`config.mk`:
```
export PLATFORM = sky130hd
export DESIGN_NAME = lvds_tx_word_fifo_flat
export DESIGN_NICKNAME = d
export VERILOG_FILES = /design/src/rtl/lvds_tx_word_fifo_if.sv /design/src/rtl/lvds_tx_word_fifo.sv /design/src/flat_wrapper.sv
export SDC_FILE = /design/constraint.sdc
export NUM_CORES = 1
export LEC_CHECK = 0
export BUFFER_PORTS_ARGS = -buffer_cell sky130_fd_sc_hd__buf_2
export CORE_UTILIZATION = 35
export CTS_BUF_LIST = sky130_fd_sc_hd__clkbuf_4 sky130_fd_sc_hd__clkbuf_8
export DETAILED_ROUTE_END_ITERATION = 8
export SYNTH_ARGS = -nofsm -noshare
export SYNTH_HDL_FRONTEND = slang
export SYNTH_SLANG_ARGS = --single-unit
```
`constraint.sdc`:
```
create_clock -name tx_inclock -period 3.54 [get_ports tx_inclock]
set_input_delay 0.708 -clock tx_inclock [delete_from_list [all_inputs] [get_ports tx_inclock]]
set_output_delay 0.708 -clock tx_inclock [all_outputs]
set_load 0.01 [all_outputs]
```
`src/rtl/lvds_tx_word_fifo_if.sv`:
```
// rtl/lvds_tx_word_fifo_if.sv - payload in / head word out handshake bundle for lvds_tx_word_fifo
//
// Signals:
//   in_data     31   user payload offered to the FIFO
//   in_valid    1    user offers in_data
//   in_ready    1    FIFO can accept a word (registered in the FIFO)
//   enq_tx      32   head word {1'b1, payload}, 32'h0 when empty
//   RDY_enq_tx  1    head word valid
//   EN_enq_tx   1    link FSM dequeue strobe
// Modports:
//   master  user logic + link FSM side
//   slave   FIFO side
interface lvds_tx_word_fifo_if;
  logic [30:0] in_data;
  logic        in_valid;
  logic        in_ready;
  logic [31:0] enq_tx;
  logic        RDY_enq_tx;
  logic        EN_enq_tx;

  modport master (
    output in_data, in_valid, EN_enq_tx,
    input  in_ready, enq_tx, RDY_enq_tx
  );

  modport slave (
    input  in_data, in_valid, EN_enq_tx,
    output in_ready, enq_tx, RDY_enq_tx
  );
endinterface

```
`src/rtl/lvds_tx_word_fifo.sv`:
```
// rtl/lvds_tx_word_fifo.sv - tags 31-bit payloads and buffers them in a FWFT FIFO for the LVDS TX link FSM
//
// Ports:
//   tx_inclock     clock, all logic on posedge
//   reset_n        synchronous active-low reset
//   bus            slave side of lvds_tx_word_fifo_if (payload in, head word out)
//   level          current word count, 0..2**DEPTH_LOG2
//   almost_full    level >= AFULL_THRESH (registered)
//   err_underflow  sticky: dequeue strobe seen while empty
//   err_clear      clears err_underflow, wins over a same-cycle set
module lvds_tx_word_fifo #(
  parameter int DEPTH_LOG2   = 4,
  parameter int AFULL_THRESH = 12
) (
  input  logic                  tx_inclock,
  input  logic                  reset_n,
  lvds_tx_word_fifo_if.slave    bus,
  output logic [DEPTH_LOG2:0]   level,
  output logic                  almost_full,
  output logic                  err_underflow,
  input  logic                  err_clear
);

  localparam int                  DEPTH   = 1 << DEPTH_LOG2;
  localparam logic [DEPTH_LOG2:0] DEPTH_L = DEPTH[DEPTH_LOG2:0];
  localparam logic [DEPTH_LOG2:0] AFULL_L = AFULL_THRESH[DEPTH_LOG2:0];
  localparam logic [DEPTH_LOG2:0] LVL_ONE = {{DEPTH_LOG2{1'b0}}, 1'b1};
  localparam logic [DEPTH_LOG2-1:0] PTR_ONE = {{(DEPTH_LOG2-1){1'b0}}, 1'b1};

  logic [31:0]           mem [DEPTH];
  logic [DEPTH_LOG2-1:0] wr_ptr;
  logic [DEPTH_LOG2-1:0] rd_ptr;
  logic [DEPTH_LOG2:0]   level_next;
  logic                  in_ready_q;
  logic                  not_empty;
  logic                  push;
  logic                  pop;

  // Empty/full are decided by level alone; the pointers are equal in both cases.
  assign not_empty = (level != '0);
  assign push      = bus.in_valid && in_ready_q;
  assign pop       = bus.EN_enq_tx && not_empty;

  always_comb begin
    level_next = level;
    if (push && !pop) begin
      level_next = level + LVL_ONE;
    end else if (pop && !push) begin
      level_next = level - LVL_ONE;
    end
  end

  // Storage is not reset; stale entries are hidden by the not_empty gate.
  always_ff @(posedge tx_inclock) begin
    if (reset_n && push) begin
      mem[wr_ptr] <= {1'b1, bus.in_data};
    end
  end

  always_ff @(posedge tx_inclock) begin
    if (!reset_n) begin
      wr_ptr        <= '0;
      rd_ptr        <= '0;
      level         <= '0;
      in_ready_q    <= 1'b1;
      almost_full   <= 1'b0;
      err_underflow <= 1'b0;
    end else begin
      if (push) begin
        wr_ptr <= wr_ptr + PTR_ONE;
      end
      if (pop) begin
        rd_ptr <= rd_ptr + PTR_ONE;
      end
      level       <= level_next;
      in_ready_q  <= (level_next < DEPTH_L);
      almost_full <= (level_next >= AFULL_L);
      if (err_clear) begin
        err_underflow <= 1'b0;
      end else if (bus.EN_enq_tx && !not_empty) begin
        err_underflow <= 1'b1;
      end
    end
  end

  // Head word is a direct read of storage, so nothing from in_data reaches it in the same cycle.
  assign bus.enq_tx     = not_empty ? mem[rd_ptr] : 32'h0;
  assign bus.RDY_enq_tx = not_empty;
  assign bus.in_ready   = in_ready_q;

endmodule

```
`src/flat_wrapper.sv`:
```
// flat-port wrapper written by rule: the top's interface ports become plain ports
module lvds_tx_word_fifo_flat 
#(
  parameter int DEPTH_LOG2   = 4,
  parameter int AFULL_THRESH = 12
)
  (tx_inclock, reset_n, level, almost_full, err_underflow, err_clear, bus_in_data, bus_in_valid, bus_EN_enq_tx, bus_in_ready, bus_enq_tx, bus_RDY_enq_tx);
  lvds_tx_word_fifo_if bus_i ();
  input  logic tx_inclock;
  input  logic reset_n;
  output logic [DEPTH_LOG2:0] level;
  output logic almost_full;
  output logic err_underflow;
  input  logic err_clear;
  input wire logic [$bits(bus_i.in_data)-1:0] bus_in_data;
  input wire logic [$bits(bus_i.in_valid)-1:0] bus_in_valid;
  input wire logic [$bits(bus_i.EN_enq_tx)-1:0] bus_EN_enq_tx;
  output wire logic [$bits(bus_i.in_ready)-1:0] bus_in_ready;
  output wire logic [$bits(bus_i.enq_tx)-1:0] bus_enq_tx;
  output wire logic [$bits(bus_i.RDY_enq_tx)-1:0] bus_RDY_enq_tx;
  assign bus_i.in_data = bus_in_data;
  assign bus_i.in_valid = bus_in_valid;
  assign bus_i.EN_enq_tx = bus_EN_enq_tx;
  assign bus_in_ready = bus_i.in_ready;
  assign bus_enq_tx = bus_i.enq_tx;
  assign bus_RDY_enq_tx = bus_i.RDY_enq_tx;
  lvds_tx_word_fifo #(.DEPTH_LOG2(DEPTH_LOG2), .AFULL_THRESH(AFULL_THRESH)) u_core (.tx_inclock(tx_inclock), .reset_n(reset_n), .bus(bus_i), .level(level), .almost_full(almost_full), .err_underflow(err_underflow), .err_clear(err_clear));
endmodule
```
==> flow_metrics.py <==
metrics = {
    "run_status": {
        "outcome": "finished clean",
    },
    "clocking": {
        "cts_root_buf": "clkbuf_8",
        "cts_buffer_depth": 3,
        "numCtsBuffers": 85,
        "holdBufCountCts": 0,
        "clock_latency_ns": 0.65,
        "htreeDepth": 3,
        "cts_sinks": 516,
        "cts_tree": "built",
        "clk_pin_slew_ns": 0.06,
    },
    "grt": {
        "overflow": 0,
        "antenna_found_initial": 6,
        "grt_pass1_vias": 9721,
        "grt_max_degree": 54,
        "grt_usage_pct": 15.53,
        "grt_pass1_wl_mm": 63.40,
    },
    "yosys": {
        "yosysWarnings": 0,
        "synthTopCellsByArea": "edfxtp_1, mux4_2, dfxtp_1",
        "ys.flop_type": "edfxtp_1",
        "synth_area_leader_cell": "edfxtp_1",
        "synth_nets": 880,
        "syn-cell-area_um2": 19800,
        "avgSynthCellArea_um2": 23.65,
        "syn_inst": 837,
        "yosysTopAreaCellShare_pct": 75.23,
        "ys_seq_area_share_pct": 77.25,
        "ys_seq_elements": 516,
        "synth.distinct_cells": 36,
        "async_reset_ff_share_pct": 0,
        "synth_edf_count": 496,
    },
    "power": {
        "pwr-share-clk_pct": 32.5,
        "combPwrFrac_pct": 22.4,
        "swShare_pct": 26.18,
        "switchingPower_mw": 3.964,
        "p_seq_share_pct": 45.2,
        "p_leak_nw": 7.249,
        "p_int_mw": 11.18,
        "powerDensity_nw_per_um2": 650.0,
        "ir_drop_uv": 306.3,
    },
    "place": {
        "dp_cells": 1654,
        "portBuffers": 76,
        "gp_congestion": 0.6972,
        "detailed_place_hpwl_mm": 22.00,
    },
    "floorplanning": {
        "die_w_um": 239.8,
        "die_area_um2": 57520,
        "io_pins": 77,
        "start_util_pct": 35.66,
        "chipHeight_um": 239.8,
        "num_rows": 86,
        "core_area_um2": 55520,
    },
    "setup_path": {
        "crit_end": "bus_enq_tx[22]",
        "critical_path_arrival_ns": 2.78,
        "rrSetupSlack_ns": 1.23,
        "crit_chain": "buf_6, buf_4, mux4_2, mux4_2, and2_1, buf_2",
        "critPathRequiredTime_ns": 2.83,
        "reg2reg_from": "u_core.level[1]",
        "r2r_end": "u_core.level[1]",
        "start_kind": "register",
        "r2r_cells": 8,
        "critical_path.max_stage_delay_ns": 0.50,
        "worstSetupPathType": "reg2out",
        "cpMostUsedCell": "mux4_2",
        "crit_path_end_kind": "output port",
        "critPathMaxFanout": 7,
        "crit_slowest_cell": "mux4_2",
    },
    "layout": {
        "fin_nets": 1041,
        "instances_no_fill": 1816,
        "area_growth_pct": 17.65,
        "drive_above_1_share_pct": 41.18,
        "nFillCells": 4914,
        "utilization_pct": 41.95,
    },
    "sta": {
        "fin_setup_tns_ns": 0,
        "whs_ns": 0.2216,
        "rsz0062_at_grt": "yes",
        "max_freq_mhz": 286.6,
        "drv_slew": 0,
        "relSlewSlack_pct": 70.57,
        "hold_viol": 0,
        "clock_skew_ns": 0.03731,
        "finalCriticalPeriod_ns": 3.489,
        "setup_viol": 0,
        "fin_crit_sh_pct": 98.56,
        "worst_pin_slew_ns": 0.4401,
    },
    "route": {
        "vias_per_cell": 5.007,
        "drc": 0,
        "wl_met1_mm": 19.63,
        "detail_route.wl_per_cell_um": 23.95,
        "wl_met3_mm": 2.198,
        "vias": 9092,
        "final_antenna_net_count": 0,
        "drt_iter0_markers": 769,
        "routed_wl_mm": 43.50,
        "dr.max_layer_used": "met5",
        "wl_met2_mm": 20.92,
        "dr.pass1.iters": 5,
    },
    "hold_path": {
        "hp-class": "in2reg",
    },
    "run": {
        "maxCapViolations": 0,
    },
}
## timing repair
item / in CTS / in global routing
endpoints found under the setup margin: 30 / 17
resized for setup: 6 / 14
buffers inserted: 4 / 0
cloned: 0 / 1
pin swaps: 1 / 4
## synth_stat cells (all sizes together), types with 2 or more instances
master / number
edfxtp: 496
mux4: 155
and2: 38
buf: 26
nor2: 21
dfxtp: 20
clkbuf: 15
nand2: 15
ha: 7
inv: 7
xnor2: 7
nand4: 5
a21oi: 3
mux2i: 2
nand2b: 2
nand3b: 2
o21ai: 2
xor2: 2
## sequential cells by signal (all words and copies together), names as in the netlist, named ones only
register and flops:
u_core.rd_ptr 4, u_core.bus.in_ready 1, u_core.mem 496, u_core.wr_ptr 4
u_core.err_underflow 1, u_core.level 5, u_core.almost_full 1
## cells by family (layout without fill, tap and decap cells)
family                     Yosys count  count (layout)  synth area share, %
other                                0               2                    0
and+or+nand+nor                     89              89                2.427
DFF                                516             516                77.25
xor gates and xnor gates             9               9               0.3982
buffers and inverters               48             277                1.314
adders and majority gates            8               8               0.4992
AOI/OAI and AO/OA                    9               9               0.3159
muxes                              158             158                17.79
## power groups by stage
stage                     sequential (mW)  clock, mW  combinational, mW
final                                6.84       4.91               3.38
after global placement               7.01          0               3.17
after floorplan                      6.95          0               2.28
after global routing                 6.85       5.30               3.65
after CTS                            6.84       5.05               3.35
after detailed placement             7.02          0               3.19
## layout make-up
class / instances / area, um^2 / share of cell area, %
Inverter: 7 / 28.78 / 0.1235
Clock buffer: 116 / 1409 / 6.049
Multi-Input combinational cell: 273 / 4385 / 18.83
Timing Repair Buffer: 115 / 1016 / 4.362
Tap cell: 748 / 935.9 / 4.018
Antenna cell: 2 / 5.005 / 0.02149
Sequential cell: 516 / 15300 / 65.71
Clock inverter: 39 / 207.7 / 0.8917
## how the worst min path moves through the flow
| stage | start | endpoint | depth (start not counted) | slack (ns) |
|---|---|---|---|---|
| 6_report | err_clear | u_core.err_underflow | 2 | 0.22 |
| 5_1_grt | err_clear | u_core.err_underflow | 2 | 0.17 |
| 4_1_cts | err_clear | u_core.err_underflow | 2 | 0.16 |
| 3_5_place_dp | u_core.wr_ptr[1] | u_core.wr_ptr[1] | 2 | 0.52 |
| 3_3_place_gp | u_core.wr_ptr[1] | u_core.wr_ptr[1] | 2 | 0.50 |
| 2_1_floorplan | u_core.rd_ptr[1] | register | 2 | 0.48 |
## per-stage QoR
step / setup slack [ns] / area [um^2] / total power, mW
2_1_floorplan: 0.4525 / 19800 / 9.225
3_3_place_gp: 0.5791 / 21530 / 10.18
3_5_place_dp: 0.5629 / 21530 / 10.20
4_1_cts: -0.01311 / 23210 / 15.24
5_1_grt: -0.02719 / 23290 / 15.80
6_report: 0.05111 / 23290 / 15.14
## worst max-delay path: cells and delay by family (launching register included)
family	cells	cell delay [ns]
buffers and inverters	3	0.53
DFF	1	0.36
muxes	2	0.98
and+or+nand+nor	1	0.25
## cell usage in the layout, fill, tap and decap left out, types with 16 or more instances in the layout
cell type	instances
clkbuf_4	30
mux4_2	155
buf_2	74
edfxtp_1	496
and2_1	29
clkinv_1	21
dfxtp_1	16
buf_12	19
clkbuf_8	86
nor2_4	17
## layer usage
layer  vias to the layer above  global-route usage (%)
met4                         6                   4.748
met1                      4921                   21.75
met5                         -                       0
met3                        68                   3.653
met2                       212                   24.08
li1                       3885                       -
No activity file was read; power rests on OpenSTA's default activity.
